<file path="src/rtl/mem_stage_if.sv">
// Data-memory request/acknowledge bus between the MEM pipeline stage and the data memory.
// The stage is the master (drives the request); the memory answers with a one-cycle ack.
interface mem_stage_if;
  logic        dm_req;
  logic        dm_we;
  logic [63:0] dm_addr;
  logic [63:0] dm_wdata;
  logic [3:0]  dm_size;
  logic [63:0] dm_rdata;
  logic        dm_ack;

  modport master (
    output dm_req,
    output dm_we,
    output dm_addr,
    output dm_wdata,
    output dm_size,
    input  dm_rdata,
    input  dm_ack
  );

  modport slave (
    input  dm_req,
    input  dm_we,
    input  dm_addr,
    input  dm_wdata,
    input  dm_size,
    output dm_rdata,
    output dm_ack
  );
endinterface

</file>
<file path="src/rtl/mem_stage.sv">
// CPU memory stage: runs loads/stores over the data-memory handshake, stalls upstream while
// an access is outstanding, resolves branches, and drives the registered MEM/WB values.
module mem_stage (
  input  logic        clk,
  input  logic        reset,
  input  logic        valid_mem,
  input  logic [63:0] alu_result_mem,
  input  logic [63:0] Db_mem,
  input  logic [63:0] new_pc2,
  input  logic [4:0]  Rd_mem,
  input  logic [3:0]  xfer_size_mem,
  input  logic        negative_mem,
  input  logic        zero_mem,
  input  logic        MemtoReg_mem,
  input  logic        MemWrite_mem,
  input  logic        RegWrite_mem,
  input  logic        cbz_mem,
  input  logic        branch_mem,
  input  logic        BRsignal_mem,
  mem_stage_if.master dm,
  output logic        stall,
  output logic        pc_redirect,
  output logic [63:0] redirect_target,
  output logic        flush,
  output logic        wb_valid,
  output logic        wb_RegWrite,
  output logic [4:0]  wb_Rd,
  output logic [63:0] wb_data
);

  typedef enum logic [1:0] {
    IDLE = 2'd0,
    BUSY = 2'd1,
    DONE = 2'd2
  } state_t;

  state_t      state_reg;
  logic        req_reg;
  logic        we_reg;
  logic [63:0] addr_reg;
  logic [63:0] wdata_reg;
  logic [3:0]  size_reg;
  logic [63:0] hold_reg;
  logic        wb_valid_reg;
  logic        wb_regwrite_reg;
  logic [4:0]  wb_rd_reg;
  logic [63:0] wb_data_reg;

  logic memop;
  logic taken;

  assign memop = valid_mem & (MemtoReg_mem | MemWrite_mem);
  assign taken = valid_mem & (branch_mem | (cbz_mem & zero_mem) | (BRsignal_mem & negative_mem));

  // Zero-extend load data to the access size; unknown sizes fall back to the full word.
  function automatic logic [63:0] load_extend(input logic [63:0] data, input logic [3:0] size);
    logic [63:0] result;
    case (size)
      4'd1:    result = {56'd0, data[7:0]};
      4'd2:    result = {48'd0, data[15:0]};
      4'd4:    result = {32'd0, data[31:0]};
      default: result = data;
    endcase
    return result;
  endfunction

  always_ff @(posedge clk or posedge reset) begin
    if (reset) begin
      state_reg       <= IDLE;
      req_reg         <= 1'b0;
      we_reg          <= 1'b0;
      addr_reg        <= 64'd0;
      wdata_reg       <= 64'd0;
      size_reg        <= 4'd0;
      hold_reg        <= 64'd0;
      wb_valid_reg    <= 1'b0;
      wb_regwrite_reg <= 1'b0;
      wb_rd_reg       <= 5'd0;
      wb_data_reg     <= 64'd0;
    end else begin
      case (state_reg)
        IDLE: begin
          if (memop) begin
            // A load wins when both controls are set.
            req_reg   <= 1'b1;
            we_reg    <= MemWrite_mem & ~MemtoReg_mem;
            addr_reg  <= alu_result_mem;
            wdata_reg <= Db_mem;
            size_reg  <= xfer_size_mem;
            state_reg <= BUSY;
          end else begin
            wb_valid_reg    <= valid_mem;
            wb_regwrite_reg <= RegWrite_mem & valid_mem;
            wb_rd_reg       <= Rd_mem;
            wb_data_reg     <= alu_result_mem;
          end
        end
        BUSY: begin
          if (dm.dm_ack) begin
            hold_reg  <= load_extend(dm.dm_rdata, size_reg);
            req_reg   <= 1'b0;
            state_reg <= DONE;
          end
        end
        DONE: begin
          // The EX/MEM slot is still the memory instruction here, so its Rd/RegWrite apply.
          wb_valid_reg    <= 1'b1;
          wb_regwrite_reg <= RegWrite_mem & valid_mem;
          wb_rd_reg       <= Rd_mem;
          wb_data_reg     <= we_reg ? alu_result_mem : hold_reg;
          state_reg       <= IDLE;
        end
        default: state_reg <= IDLE;
      endcase
    end
  end

  assign stall = ~reset & (((state_reg == IDLE) & memop) | (state_reg == BUSY));

  assign pc_redirect     = ~reset & taken;
  assign flush           = ~reset & taken;
  assign redirect_target = new_pc2;

  assign dm.dm_req   = req_reg;
  assign dm.dm_we    = we_reg;
  assign dm.dm_addr  = addr_reg;
  assign dm.dm_wdata = wdata_reg;
  assign dm.dm_size  = size_reg;

  assign wb_valid    = wb_valid_reg;
  assign wb_RegWrite = wb_regwrite_reg;
  assign wb_Rd       = wb_rd_reg;
  assign wb_data     = wb_data_reg;

endmodule
</file>
<file path="src/flat_wrapper.sv">
// flat-port wrapper written by rule: the top's interface ports become plain ports
module mem_stage_flat 
  (clk, reset, valid_mem, alu_result_mem, Db_mem, new_pc2, Rd_mem, xfer_size_mem, negative_mem, zero_mem, MemtoReg_mem, MemWrite_mem, RegWrite_mem, cbz_mem, branch_mem, BRsignal_mem, stall, pc_redirect, redirect_target, flush, wb_valid, wb_RegWrite, wb_Rd, wb_data, dm_dm_req, dm_dm_we, dm_dm_addr, dm_dm_wdata, dm_dm_size, dm_dm_rdata, dm_dm_ack);
  mem_stage_if dm_i ();
  input  logic clk;
  input  logic reset;
  input  logic valid_mem;
  input  logic [63:0] alu_result_mem;
  input  logic [63:0] Db_mem;
  input  logic [63:0] new_pc2;
  input  logic [4:0] Rd_mem;
  input  logic [3:0] xfer_size_mem;
  input  logic negative_mem;
  input  logic zero_mem;
  input  logic MemtoReg_mem;
  input  logic MemWrite_mem;
  input  logic RegWrite_mem;
  input  logic cbz_mem;
  input  logic branch_mem;
  input  logic BRsignal_mem;
  output logic stall;
  output logic pc_redirect;
  output logic [63:0] redirect_target;
  output logic flush;
  output logic wb_valid;
  output logic wb_RegWrite;
  output logic [4:0] wb_Rd;
  output logic [63:0] wb_data;
  output wire logic [$bits(dm_i.dm_req)-1:0] dm_dm_req;
  output wire logic [$bits(dm_i.dm_we)-1:0] dm_dm_we;
  output wire logic [$bits(dm_i.dm_addr)-1:0] dm_dm_addr;
  output wire logic [$bits(dm_i.dm_wdata)-1:0] dm_dm_wdata;
  output wire logic [$bits(dm_i.dm_size)-1:0] dm_dm_size;
  input wire logic [$bits(dm_i.dm_rdata)-1:0] dm_dm_rdata;
  input wire logic [$bits(dm_i.dm_ack)-1:0] dm_dm_ack;
  assign dm_dm_req = dm_i.dm_req;
  assign dm_dm_we = dm_i.dm_we;
  assign dm_dm_addr = dm_i.dm_addr;
  assign dm_dm_wdata = dm_i.dm_wdata;
  assign dm_dm_size = dm_i.dm_size;
  assign dm_i.dm_rdata = dm_dm_rdata;
  assign dm_i.dm_ack = dm_dm_ack;
  mem_stage u_core (.clk(clk), .reset(reset), .valid_mem(valid_mem), .alu_result_mem(alu_result_mem), .Db_mem(Db_mem), .new_pc2(new_pc2), .Rd_mem(Rd_mem), .xfer_size_mem(xfer_size_mem), .negative_mem(negative_mem), .zero_mem(zero_mem), .MemtoReg_mem(MemtoReg_mem), .MemWrite_mem(MemWrite_mem), .RegWrite_mem(RegWrite_mem), .cbz_mem(cbz_mem), .branch_mem(branch_mem), .BRsignal_mem(BRsignal_mem), .dm(dm_i), .stall(stall), .pc_redirect(pc_redirect), .redirect_target(redirect_target), .flush(flush), .wb_valid(wb_valid), .wb_RegWrite(wb_RegWrite), .wb_Rd(wb_Rd), .wb_data(wb_data));
endmodule
</file>
<file path="config.mk">
export PLATFORM = sky130hd
export DESIGN_NAME = mem_stage_flat
export DESIGN_NICKNAME = d
export VERILOG_FILES = /design/src/rtl/mem_stage_if.sv /design/src/rtl/mem_stage.sv /design/src/flat_wrapper.sv
export SDC_FILE = /design/constraint.sdc
export NUM_CORES = 1
export LEC_CHECK = 0
export ABC_AREA = 1
export CAP_MARGIN = 0
export CORE_AREA = 5 5 211 213
export CTS_BUF_LIST = sky130_fd_sc_hd__clkbuf_16
export DETAILED_ROUTE_END_ITERATION = 12
export DIE_AREA = 0 0 216 218
export PLACE_DENSITY_LB_ADDON = 0.1
export SETUP_SLACK_MARGIN = 0.5
export SLEW_MARGIN = 20
export SYNTH_ARGS = -nofsm -noshare
export SYNTH_HDL_FRONTEND = slang
export SYNTH_SLANG_ARGS = --single-unit
export TNS_END_PERCENT = 50
</file>
<file path="constraint.sdc">
create_clock -name clk -period 14.8 [get_ports clk]
set_input_delay 3.7 -clock clk [delete_from_list [all_inputs] [get_ports clk]]
set_output_delay 3.7 -clock clk [all_outputs]
set_load 0.005 [all_outputs]
</file>
==> results.sh, run 1 <==
export IMPL_period_share=0.627
export IMPL_place_ws_ps=5460
export IMPL_cts_max_path_buffers=3
export IMPL_hold_viol_final=0
export IMPL_syn_inst=1434
export IMPL_clk_latency_ps=520
export IMPL_start_kind="input pin"
export IMPL_max_freq_mhz=108
export IMPL_clk_pin_slew_ps=50
export IMPL_area_growth_pct=43.1
export IMPL_ctsResizeCount=0
export IMPL_drive_gt1_frac=0.0333
export IMPL_max_slew_worst_pin_slew_ps=1050
export IMPL_slew_limit_headroom=0.294
export IMPL_firstDrtPassIters=5
export IMPL_fin_ws_ps=5520
export IMPL_die_area_um2=47100
export IMPL_grt_pass1_wl_um=62700
export IMPL_grt_overflow=0
export IMPL_ctsHoldBuffers=0
export IMPL_routed_via_density=4.36
export IMPL_tns_ps=0
export IMPL_grt_antenna_before_repair=6
export IMPL_io_pins=549
export IMPL_post_route_min_period_ps=9280
export IMPL_setup_viol=0
export IMPL_drtIter0Drc=571
export IMPL_routabilityCongestion=0.791
export IMPL_wire_per_inst_um=17.8
export IMPL_placed_cell_area_um2=16000
export IMPL_root_buffer="clkbuf_16"
export IMPL_peakVddDrop_v=0.0000781
export IMPL_drt_total_wl_um=41400
export IMPL_cts_setup_buffers=0
export IMPL_stdcell_count=2324
export IMPL_syn_area_per_cell_um2=8.28
export IMPL_ys_warn_count=0
export IMPL_htreeDepth=2
export IMPL_fin_nets=2032
export IMPL_synth_seq_cells=271
export IMPL_cts_sinks=271
export IMPL_p_per_area_nw_per_um2=170
export IMPL_ys_seq_area_frac=0.571
export IMPL_end_kind="output pin"
export IMPL_crit_arrival_ps=5580
export IMPL_rsz0062_at_grt="no"
export IMPL_dpl_hpwl_um=28500
export IMPL_die_h_um=218
export IMPL_placement_io_buffers=420
export IMPL_start_util=0.279
export IMPL_synthesis_area_um2=11900
export IMPL_fin_skew_ps=8.57
export IMPL_slew_violations=0
export IMPL_tritoncts="built"
export IMPL_synth_distinct_cells=21
export IMPL_hold_path_class="reg2reg"
export IMPL_fin_area_um2=17000
export IMPL_outcome="complete, no violations"
export IMPL_synth_fp_nets=1711
export IMPL_maxCapViolCount=0
export IMPL_ant_nets=0
export IMPL_p_leak_nw=8.37
export IMPL_num_vias=10100
export IMPL_cts_buffers=35
export IMPL_die_width_um=216
export IMPL_crit_type="in2out"
export IMPL_grt_max_degree=127
export IMPL_critPathRequiredTime_ps=11100
export IMPL_grt_pass1_vias=10200
export IMPL_std_cell_rows=76
export IMPL_drc=0
export IMPL_path_max_fanout=83
export IMPL_grt_use_total=0.170
export IMPL_power_mw=2.89
export IMPL_place_inst=2264
export IMPL_core_um2=42500
==> cells in the final DEF (no fill, tap or decap), types with 2 or more instances in the layout <==
cell / Yosys / final
a21oi_1: 2 / 2
buf_4: 67 / 9
clkbuf_16: 0 / 37
clkdlybuf4s50_1: 0 / 420
clkinv_1: 0 / 5
clkinv_2: 0 / 2
dfrtp_1: 271 / 271
diode_2: 0 / 5
inv_1: 125 / 134
inv_2: 2 / 2
nand2_1: 603 / 603
nand3_1: 12 / 11
nand3_4: 1 / 3
nand4_1: 32 / 32
nor2_1: 52 / 52
o21ai_0: 144 / 144
o21ai_1: 40 / 40
==> worst paths after layout <==
kind	cells past startpoint	end	slack [ps]	from
hold reg to reg	2	u_core.hold_reg[30]	470	u_core.hold_reg[30]
min in group asynchronous	2	u_core.dm.dm_addr[7]	3690	reset
hold / removal	2	u_core.hold_reg[30]	470	u_core.hold_reg[30]
setup reg to reg	6	u_core.wb_data[43]	11950	u_core.state_reg[1]
setup / recovery	5	pc_redirect	5520	reset
max in group asynchronous	3	u_core.hold_reg[28]	9780	reset
==> report_power, final <==
part           total [mW]  internal, mW  switching [mW]
Clock               0.773         0.461           0.312
Sequential           1.16          1.02           0.142
Combinational       0.960         0.511           0.449
Total                2.89          1.99           0.902
==> Yosys cell counts <==
| library cell | number | area, um^2 |
|---|---|---|
| a21oi_1 | 2 | 10.0 |
| buf_1 | 4 | 15.0 |
| buf_2 | 43 | 215 |
| buf_4 | 67 | 503 |
| buf_6 | 9 | 101 |
| clkbuf_1 | 21 | 78.8 |
| clkbuf_2 | 2 | 10.0 |
| dfrtp_1 | 271 | 6780 |
| inv_1 | 125 | 469 |
| inv_2 | 2 | 7.51 |
| nand2_1 | 603 | 2260 |
| nand2_2 | 1 | 6.26 |
| nand3_1 | 12 | 60.1 |
| nand3_2 | 1 | 10.0 |
| nand3_4 | 1 | 17.5 |
| nand4_1 | 32 | 200 |
| nor2_1 | 52 | 195 |
| nor2_2 | 1 | 6.26 |
| o21ai_0 | 144 | 721 |
| o21ai_1 | 40 | 200 |
| o21ai_2 | 1 | 8.76 |
==> stage by stage <==
step	hold slack, ps	util
finish	472	0.400
CTS	475	0.400
floorplan	444	-
global placement	458	0.376
global route	492	0.400
detailed placement	461	0.376
==> layout make-up <==
| type | instances | area (um^2) |
|---|---|---|
| clock buffers | 37 | 926 |
| fillers | 4369 | 25500 |
| inverters | 127 | 484 |
| flip-flops and latches | 271 | 6780 |
| well taps | 546 | 683 |
| diodes | 5 | 12.5 |
| multi-input cells | 890 | 3720 |
| clock inverters | 18 | 96.3 |
| repair buffers | 430 | 4290 |
==> kinds of logic (layout without fill, tap and decap cells) <==
kind of cell / after synthesis / after routing / share of synthesized area
AOI/OAI and AO/OA: 187 / 187 / 0.0791
other: 0 / 5 / 0
DFF: 271 / 271 / 0.571
buffers and inverters: 273 / 612 / 0.118
and+or+nand+nor: 703 / 703 / 0.232
==> metal layers <==
metal  share of wire  up-vias  global-route usage
met5         0.00089        -                   0
met4           0.025        4              0.0591
met3           0.091       69              0.0657
met2            0.46      380               0.273
met1            0.42     4674               0.210
li1                -     5004                   -
==> worst max-delay path, cell delays in order <==
cell             delay (ps)
clkdlybuf4s50_1         510
inv_8                   480
nand3_1                 140
inv_1                   150
clkdlybuf4s50_1         530
Note: power is estimated with default switching activity, not from simulation.
==> run 2, diff against run 1 <==
==> constraint.sdc (replaced) <==
create_clock -name clk -period 8.3 [get_ports clk]
set_input_delay 2.075 -clock clk [delete_from_list [all_inputs] [get_ports clk]]
set_output_delay 2.075 -clock clk [all_outputs]
set_load 0.005 [all_outputs]
==> run 2 against run 1 <==
- global-route usage increased by 0.083 points
- sequential share of layout area decreased by 0.19 points
- critical path depth increased by 1
==> results.sh, run 2 (synthesized netlist as in run 1, its figures left out) <==
export IMPL_outcome="complete, no violations"
export IMPL_drtIter0Drc=755
export IMPL_start_kind="input pin"
export IMPL_std_cell_rows=76
export IMPL_grt_antenna_before_repair=3
export IMPL_placement_io_buffers=420
export IMPL_max_slew_worst_pin_slew_ps=1070
export IMPL_rr_startpoint="u_core.state_reg[1]"
export IMPL_n_fill_cell=4395
export IMPL_crit_type="in2out"
export IMPL_routed_via_density=4.37
export IMPL_num_vias=10200
export IMPL_fin_skew_ps=10.6
export IMPL_mostFrequentLayoutCells="nand2_1 (603), clkdlybuf4s50_1 (420), dfrtp_1 (271), o21ai_0 (144), inv_1 (129)"
export IMPL_io_pins=549
export IMPL_wire_per_inst_um=17.8
export IMPL_hold_viol_final=0
export IMPL_area_growth_pct=43.8
export IMPL_slew_violations=0
export IMPL_ant_nets=0
export IMPL_whs_ps=470
export IMPL_clk_pin_slew_ps=60
export IMPL_maxCapViolCount=0
export IMPL_crit_arrival_ps=3670
export IMPL_cp_slowest_cell="clkdlybuf4s50_1"
export IMPL_core_um2=42500
export IMPL_cts_sinks=271
export IMPL_die_area_um2=47100
export IMPL_period_share=0.692
export IMPL_crit_top_cell="clkdlybuf4s50_1"
export IMPL_root_buffer="clkbuf_16"
export IMPL_grt_pass1_vias=10400
export IMPL_crit_path_cell_trace="clkdlybuf4s50_1, inv_1, nand2_1, nand3_4, a21oi_1, clkdlybuf4s50_1"
export IMPL_path_max_fanout=2
export IMPL_dpl_hpwl_um=28500
export IMPL_p_per_area_nw_per_um2=306
export IMPL_firstDrtPassIters=5
export IMPL_power_mw=5.22
export IMPL_drive_gt1_frac=0.0382
export IMPL_grt_overflow=0
export IMPL_start_util=0.279
export IMPL_min_to="u_core.hold_reg[62]"
export IMPL_min_from="u_core.hold_reg[62]"
export IMPL_cts_setup_buffers=0
export IMPL_clk_latency_ps=520
export IMPL_critPathRequiredTime_ps=6230
export IMPL_routabilityCongestion=0.749
export IMPL_critical_path_max_stage_delay_ps=610
export IMPL_stdcell_count=2328
export IMPL_p_leak_nw=8.39
export IMPL_grt_pass1_wl_um=63100
export IMPL_slew_limit_headroom=0.284
export IMPL_tritoncts="built"
export IMPL_reg2reg_to="u_core.wb_data[30]"
export IMPL_post_route_min_period_ps=5740
export IMPL_drc=0
export IMPL_drt_total_wl_um=41400
export IMPL_end_kind="output pin"
export IMPL_grt_max_degree=177
export IMPL_reg2reg_depth=6
export IMPL_ctsHoldBuffers=0
export IMPL_htreeDepth=2
export IMPL_cts_max_path_buffers=3
export IMPL_max_freq_mhz=174
export IMPL_reg2reg_slack_ps=5500
export IMPL_hold_path_class="reg2reg"
export IMPL_die_h_um=218
export IMPL_place_inst=2265
export IMPL_die_width_um=216
export IMPL_rsz0062_at_grt="no"
export IMPL_mostFrequentLayoutCell="nand2_1"
export IMPL_grt_use_total=0.171
export IMPL_ctsResizeCount=0
export IMPL_holdPathStages=2
export IMPL_fin_nets=2033
export IMPL_cts_buffers=34
export IMPL_setup_viol=0
export IMPL_peakVddDrop_v=0.000114
[run 2: per-stage QoR]
step	area [um^2]	TNS [ps]	utilization	setup WS [ps]
after detailed placement	16000	0	0.376	2550
after global routing	17100	0	0.402	2440
after CTS	17000	0	0.401	2550
after floorplan	11900	-551	-	-359
final	17100	0	0.402	2560
after global placement	16000	0	0.376	2550
[run 2: layout make-up]
cell class                      count  area [um^2]  share of cell area
Multi-Input combinational cell    890         3720               0.218
Clock inverter                     23          151             0.00886
Sequential cell                   271         6780               0.397
Clock buffer                       37          926              0.0542
Inverter                          127          480              0.0281
Tap cell                          546          683              0.0400
Timing Repair Buffer              432         4330               0.254
Antenna cell                        2         5.00            0.000293
[run 2: report_power, final]
| group | leakage (nW) | internal, mW | switching, mW | total [mW] |
|---|---|---|---|---|
| logic | 4.48 | 0.913 | 0.802 | 1.71 |
| clock network | 0.556 | 0.861 | 0.579 | 1.44 |
| registers | 3.36 | 1.81 | 0.254 | 2.07 |
| total | 8.39 | 3.59 | 1.63 | 5.22 |
[run 2: worst max path at each step]
stage | start | end | slack, ps | cells past startpoint
2_1_floorplan | reset | pc_redirect | -360 | 4
3_3_place_gp | MemWrite_mem | stall | 2550 | 6
3_5_place_dp | MemWrite_mem | stall | 2550 | 6
4_1_cts | MemWrite_mem | stall | 2550 | 6
5_1_grt | MemWrite_mem | stall | 2440 | 6
6_report | MemWrite_mem | stall | 2560 | 6
[run 2: per-layer routing]
layer / up-vias / wire length [um] / global-route usage
met1: 4703 / 18100 / 0.225
met4: 2 / 1070 / 0.0566
met5: - / 13 / 0
met3: 71 / 3460 / 0.0586
li1: 5005 / - / -
met2: 388 / 18800 / 0.265
[run 2: worst max-delay path, delay by kind of cell]
family | cells | cell delay, ps
buffers and inverters | 3 | 1130
and+or+nand+nor | 2 | 310
AOI/OAI and AO/OA | 1 | 150
